**src/rtl/regbus_arbiter.sv**
```systemverilog
// rtl/regbus_arbiter.sv - two-master round-robin arbiter and sequencer for the register bus
module regbus_arbiter #(
    parameter int ADDR_W = 12,
    parameter int DATA_W = 16
) (
    input  logic              clk,
    input  logic              rst,
    input  logic              m0_wreq,
    input  logic              m0_rreq,
    input  logic [ADDR_W-1:0] m0_addr,
    input  logic [DATA_W-1:0] m0_wdata,
    output logic              m0_busy,
    output logic              m0_done,
    output logic [DATA_W-1:0] m0_rdata,
    output logic              m0_ovf,
    input  logic              m1_wreq,
    input  logic              m1_rreq,
    input  logic [ADDR_W-1:0] m1_addr,
    input  logic [DATA_W-1:0] m1_wdata,
    output logic              m1_busy,
    output logic              m1_done,
    output logic [DATA_W-1:0] m1_rdata,
    output logic              m1_ovf,
    output logic              bus_wreq,
    output logic              bus_rreq,
    output logic [ADDR_W-1:0] bus_addr,
    output logic [DATA_W-1:0] bus_wdata,
    input  logic [DATA_W-1:0] bus_rdata
);

    typedef enum logic [1:0] {
        ST_IDLE  = 2'd0,
        ST_ISSUE = 2'd1,
        ST_RWAIT = 2'd2
    } state_e;

    state_e state_q, state_d;

    // Per-master request view, indexed by master number.
    logic [1:0]        req_w;
    logic [1:0]        req_r;
    logic [ADDR_W-1:0] req_addr  [2];
    logic [DATA_W-1:0] req_wdata [2];

    // Pending slots: one buffered transaction per master.
    logic [1:0]        slot_valid_q;
    logic [1:0]        slot_write_q;
    logic [ADDR_W-1:0] slot_addr_q  [2];
    logic [DATA_W-1:0] slot_wdata_q [2];

    // Arbitration and sequencing.
    logic              gnt_q;
    logic              last_gnt_q;
    logic              grant_en;
    logic              winner;
    logic              complete;
    logic              capture;
    logic [1:0]        gnt_oh;
    logic [1:0]        done_d;
    logic [1:0]        ovf_d;

    // Registered outputs.
    logic [ADDR_W-1:0] bus_addr_q;
    logic [DATA_W-1:0] bus_wdata_q;
    logic [1:0]        done_q;
    logic [1:0]        ovf_q;
    logic [DATA_W-1:0] rdata_q [2];

    assign req_w        = {m1_wreq, m0_wreq};
    assign req_r        = {m1_rreq, m0_rreq};
    assign req_addr[0]  = m0_addr;
    assign req_addr[1]  = m1_addr;
    assign req_wdata[0] = m0_wdata;
    assign req_wdata[1] = m1_wdata;

    assign gnt_oh = {gnt_q, ~gnt_q};

    // Drop detection: a request while the slot is occupied, or a read paired with a write.
    always_comb begin
        ovf_d = '0;
        for (int i = 0; i < 2; i++) begin
            ovf_d[i] = ((req_w[i] | req_r[i]) & slot_valid_q[i]) | (req_w[i] & req_r[i]);
        end
        done_d = complete ? gnt_oh : 2'b00;
    end

    // Sequencer state register.
    always_ff @(posedge clk) begin
        if (rst) begin
            state_q <= ST_IDLE;
        end else begin
            state_q <= state_d;
        end
    end

    // Next state, grant selection and bus strobes.
    always_comb begin
        state_d  = state_q;
        grant_en = 1'b0;
        winner   = 1'b0;
        complete = 1'b0;
        capture  = 1'b0;
        bus_wreq = 1'b0;
        bus_rreq = 1'b0;
        case (state_q)
            ST_IDLE: begin
                if (|slot_valid_q) begin
                    grant_en = 1'b1;
                    // Contest goes to whoever did not win last; otherwise the lone requester.
                    winner   = (&slot_valid_q) ? ~last_gnt_q : slot_valid_q[1];
                    state_d  = ST_ISSUE;
                end
            end
            ST_ISSUE: begin
                if (slot_write_q[gnt_q]) begin
                    bus_wreq = 1'b1;
                    complete = 1'b1;
                    state_d  = ST_IDLE;
                end else begin
                    bus_rreq = 1'b1;
                    state_d  = ST_RWAIT;
                end
            end
            ST_RWAIT: begin
                // Register file returns data one cycle after the read strobe.
                capture  = 1'b1;
                complete = 1'b1;
                state_d  = ST_IDLE;
            end
            default: begin
                state_d = ST_IDLE;
            end
        endcase
    end

    // Pending slots: load on an accepted request, clear when the owning transaction ends.
    always_ff @(posedge clk) begin
        if (rst) begin
            slot_valid_q <= '0;
            slot_write_q <= '0;
            for (int i = 0; i < 2; i++) begin
                slot_addr_q[i]  <= '0;
                slot_wdata_q[i] <= '0;
            end
        end else begin
            for (int i = 0; i < 2; i++) begin
                if (complete && gnt_oh[i]) begin
                    slot_valid_q[i] <= 1'b0;
                end else if (!slot_valid_q[i] && (req_w[i] || req_r[i])) begin
                    slot_valid_q[i] <= 1'b1;
                    slot_write_q[i] <= req_w[i];
                    slot_addr_q[i]  <= req_addr[i];
                    slot_wdata_q[i] <= req_wdata[i];
                end
            end
        end
    end

    // Grant bookkeeping and bus address/data, which move only when a grant is made.
    always_ff @(posedge clk) begin
        if (rst) begin
            gnt_q       <= 1'b0;
            last_gnt_q  <= 1'b1;
            bus_addr_q  <= '0;
            bus_wdata_q <= '0;
        end else if (grant_en) begin
            gnt_q       <= winner;
            last_gnt_q  <= winner;
            bus_addr_q  <= slot_addr_q[winner];
            bus_wdata_q <= slot_wdata_q[winner];
        end
    end

    // Per-master completion pulses, drop pulses and read-data holding registers.
    always_ff @(posedge clk) begin
        if (rst) begin
            done_q <= '0;
            ovf_q  <= '0;
            for (int i = 0; i < 2; i++) begin
                rdata_q[i] <= '0;
            end
        end else begin
            done_q <= done_d;
            ovf_q  <= ovf_d;
            for (int i = 0; i < 2; i++) begin
                if (capture && gnt_oh[i]) begin
                    rdata_q[i] <= bus_rdata;
                end
            end
        end
    end

    assign m0_busy   = slot_valid_q[0];
    assign m1_busy   = slot_valid_q[1];
    assign m0_done   = done_q[0];
    assign m1_done   = done_q[1];
    assign m0_ovf    = ovf_q[0];
    assign m1_ovf    = ovf_q[1];
    assign m0_rdata  = rdata_q[0];
    assign m1_rdata  = rdata_q[1];
    assign bus_addr  = bus_addr_q;
    assign bus_wdata = bus_wdata_q;

endmodule

```
**config.mk**
```make
export PLATFORM = sky130hd
export DESIGN_NAME = regbus_arbiter
export DESIGN_NICKNAME = d
export VERILOG_FILES = /design/src/rtl/regbus_arbiter.sv
export SDC_FILE = /design/constraint.sdc
export NUM_CORES = 1
export LEC_CHECK = 0
export ABC_AREA = 1
export BUFFER_PORTS_ARGS = -buffer_cell sky130_fd_sc_hd__buf_4
export CAP_MARGIN = 30
export CELL_PAD_IN_SITES_DETAIL_PLACEMENT = 0
export CELL_PAD_IN_SITES_GLOBAL_PLACEMENT = 1
export CORE_MARGIN = 2
export CORE_UTILIZATION = 43
export DETAILED_ROUTE_END_ITERATION = 8
export PLACE_DENSITY_LB_ADDON = 0.15
export REMOVE_ABC_BUFFERS = 1
export SKIP_CTS_REPAIR_TIMING = 1
export SLEW_MARGIN = 20
export SYNTH_ARGS = -nofsm -noshare
export SYNTH_HDL_FRONTEND = slang
export SYNTH_SLANG_ARGS = --single-unit
```
**constraint.sdc**
```tcl
create_clock -name clk -period 3.3 [get_ports clk]
set_input_delay 0.33 -clock clk [delete_from_list [all_inputs] [get_ports clk]]
set_output_delay 0.33 -clock clk [all_outputs]
set_load 0.01 [all_outputs]
```
==> metrics.csv <==
metric;value;unit
status;complete, no violations;
gp_congestion;0.731;
dieArea;13100;um2
fmax;455;MHz
ir_drop;0.312;mV
grt_max_degree;57;
p_comb_frac;0.194;
routed_wl;11300;um
fin_crit;2200;ps
cts_tree;yes;
max_slew_margin;0.454;
synth_top_area_cell;edfxtp_1;
yosysSeqAreaShare;0.656;
synth_cell_types;23;
yosys-top-cells-area;edfxtp_1 50%, dfxtp_1 15%, a21oi_2 6.7%;
hold_viol_final;0;
nets;680;
pre_cts_ws;801;ps
worst-path-max-fanout;38;
clockPowerShare;0.378;
placed_area;6380;um2
dp_hpwl;7380;um
slowest_stage;buf_4;
dpl.cell_count;726;
synth_edf_count;88;
postLayoutCoreUtil;0.585;
synth_seq_cells;128;
cts_max_level;4;
power.leakage;3.14;nW
ys_warn_count;0;
rows;40;
grt_overflow;0;
first_global_vias;3657;
vias;3694;
cpLargestDelayFamily;simple AND/OR/NAND/NOR gates;
instances_no_fill;759;
ios;146;
die_y;114;um
cts_made_buffers;17;
crit_arrival;2330;ps
critPathMostFrequentCell;nand3_2;
min_path_type;in2reg;
grt_pass1_wl;17700;um
async_reset_ff_frac;0;
final_area;6990;um2
setup_viol;0;
seq_power_share;0.429;
area_delta_synth_final;33.3;%
drt_iter0_drc;221;
endpoint_kind;flip-flop;
worst_pin_slew;817;ps
synth_common_cells;88 x edfxtp_1, 88 x inv_1, 49 x a21oi_1;
setup_ws;1100;ps
grt_antenna_before_repair;0;
syn_area_per_cell;11.5;um2
clock_latency;410;ps
power_density;708;nW/um2
switchingPower;1.33;mW
drc;0;
cts-root-buf;clkbuf_16;
die_w;114;um
max_stage_delay;520;ps
postRouteAntennaNets;0;
drive_gt1_frac;0.384;
cts_buffer_depth;2;
synth_area;5250;um2
vias_per_cell;4.87;
post-route-period-util;0.666;
diodes;0;
synth_cells;455;
intPower;3.62;mW
core_area;12000;um2
port-buffer-count;145;
skew;8.59;ps
crit_path_cell_trace;inv_1, nand2_1, nand3_2, nand2_2, nand3_2, nand3_4, buf_4, a21oi_1;
drv_cap;0;
clkSinkCount;128;
p_sw_frac;0.270;
grt_usage;0.177;
worstPathRequired;3430;ps
synth_top_area_frac;0.504;
critPathLaunchType;flip-flop;
drv_slew;0;
start_util;0.439;
critical_path_class;reg2reg;
routedWlPerCell;14.9;um
grt_setup_unrepaired;no;
critPathBufInv;2;
ys_dominant_reg_cell;edfxtp_1;
drt-pass1-iter-count;4;
hold_ws;160;ps
path_clk_slew;50;ps
## kinds of logic (layout without fill, tap and decap cells)
kind of cell | count (synthesis) | count (layout) | share of synthesized area
AOI/OAI and AO/OA | 152 | 152 | 0.182
DFF | 128 | 128 | 0.656
buffers and inverters | 120 | 277 | 0.109
and+or+nand+nor | 52 | 52 | 0.0455
adders and majority gates | 3 | 3 | 0.00715
## per-stage QoR
stage | power [mW] | setup TNS [ps]
floorplan | 2.64 | -3100
global placement | 3.09 | 0
detailed placement | 3.12 | 0
CTS | 5.00 | 0
global route | 5.18 | 0
finish | 4.95 | 0
## worst paths after layout
check | start | end | slack (ps) | cells after the start
max | gnt_q | slot_addr_q[1][6] | 1100 | 8
min | rst | done_q[1] | 160 | 2
max reg2reg | gnt_q | slot_addr_q[1][6] | 1100 | 8
min reg2reg | last_gnt_q | last_gnt_q | 450 | 2
## power by group through the flow
| stage | sequential (mW) | clock (mW) | combinational (mW) |
|---|---|---|---|
| 4_1_cts | 2.13 | 1.90 | 0.966 |
| 2_1_floorplan | 2.20 | 0 | 0.437 |
| 3_3_place_gp | 2.15 | 0 | 0.943 |
| 5_1_grt | 2.15 | 1.98 | 1.06 |
| 3_5_place_dp | 2.16 | 0 | 0.961 |
| 6_report | 2.12 | 1.87 | 0.958 |
## layout by cell type, fill, tap and decap left out, types with 2 or more instances in the layout
master	synthesis	final
o21ai_1	0	2
o22ai_1	28	28
clkinvlp_4	0	2
a21oi_2	40	40
bufinv_16	0	3
dfxtp_1	40	40
nand3_4	0	2
nor2_1	26	24
clkinv_4	0	4
inv_1	88	88
o21ai_0	32	30
o211ai_1	2	2
clkbuf_1	8	2
clkinv_2	0	3
nand3_2	5	3
buf_4	2	154
nand3_1	3	3
nand2_1	14	14
nor3_1	2	2
edfxtp_1	88	88
ha_1	3	3
a21oi_1	49	49
inv_2	2	2
clkbuf_16	0	17
## area by class of cell
class	instances	area, um2
fillers	1035	4970
flip-flops and latches	128	3440
multi-input cells	207	1250
repair buffers	155	1180
clock buffers	19	433
inverters	90	338
well taps	147	184
clock inverters	13	164
## sequential cells by signal (all words and copies together), names as in the netlist
name	cells
gnt_q	1
done_q	2
slot_addr_q	24
last_gnt_q	1
slot_valid_q	2
rdata_q	32
ovf_q	2
bus_addr	12
state_q	2
slot_write_q	2
slot_wdata_q	32
bus_wdata	16
## routing by layer
metal,wire (um),vias up,part of all wire,global-route usage
met2,5500,124,0.49,0.293
li1,-,1844,-,-
met4,91,0,0.0081,0.0537
met3,722,8,0.064,0.0529
met1,4990,1718,0.44,0.223
met5,0,-,0,0
No activity file was read; power rests on OpenSTA's default activity.
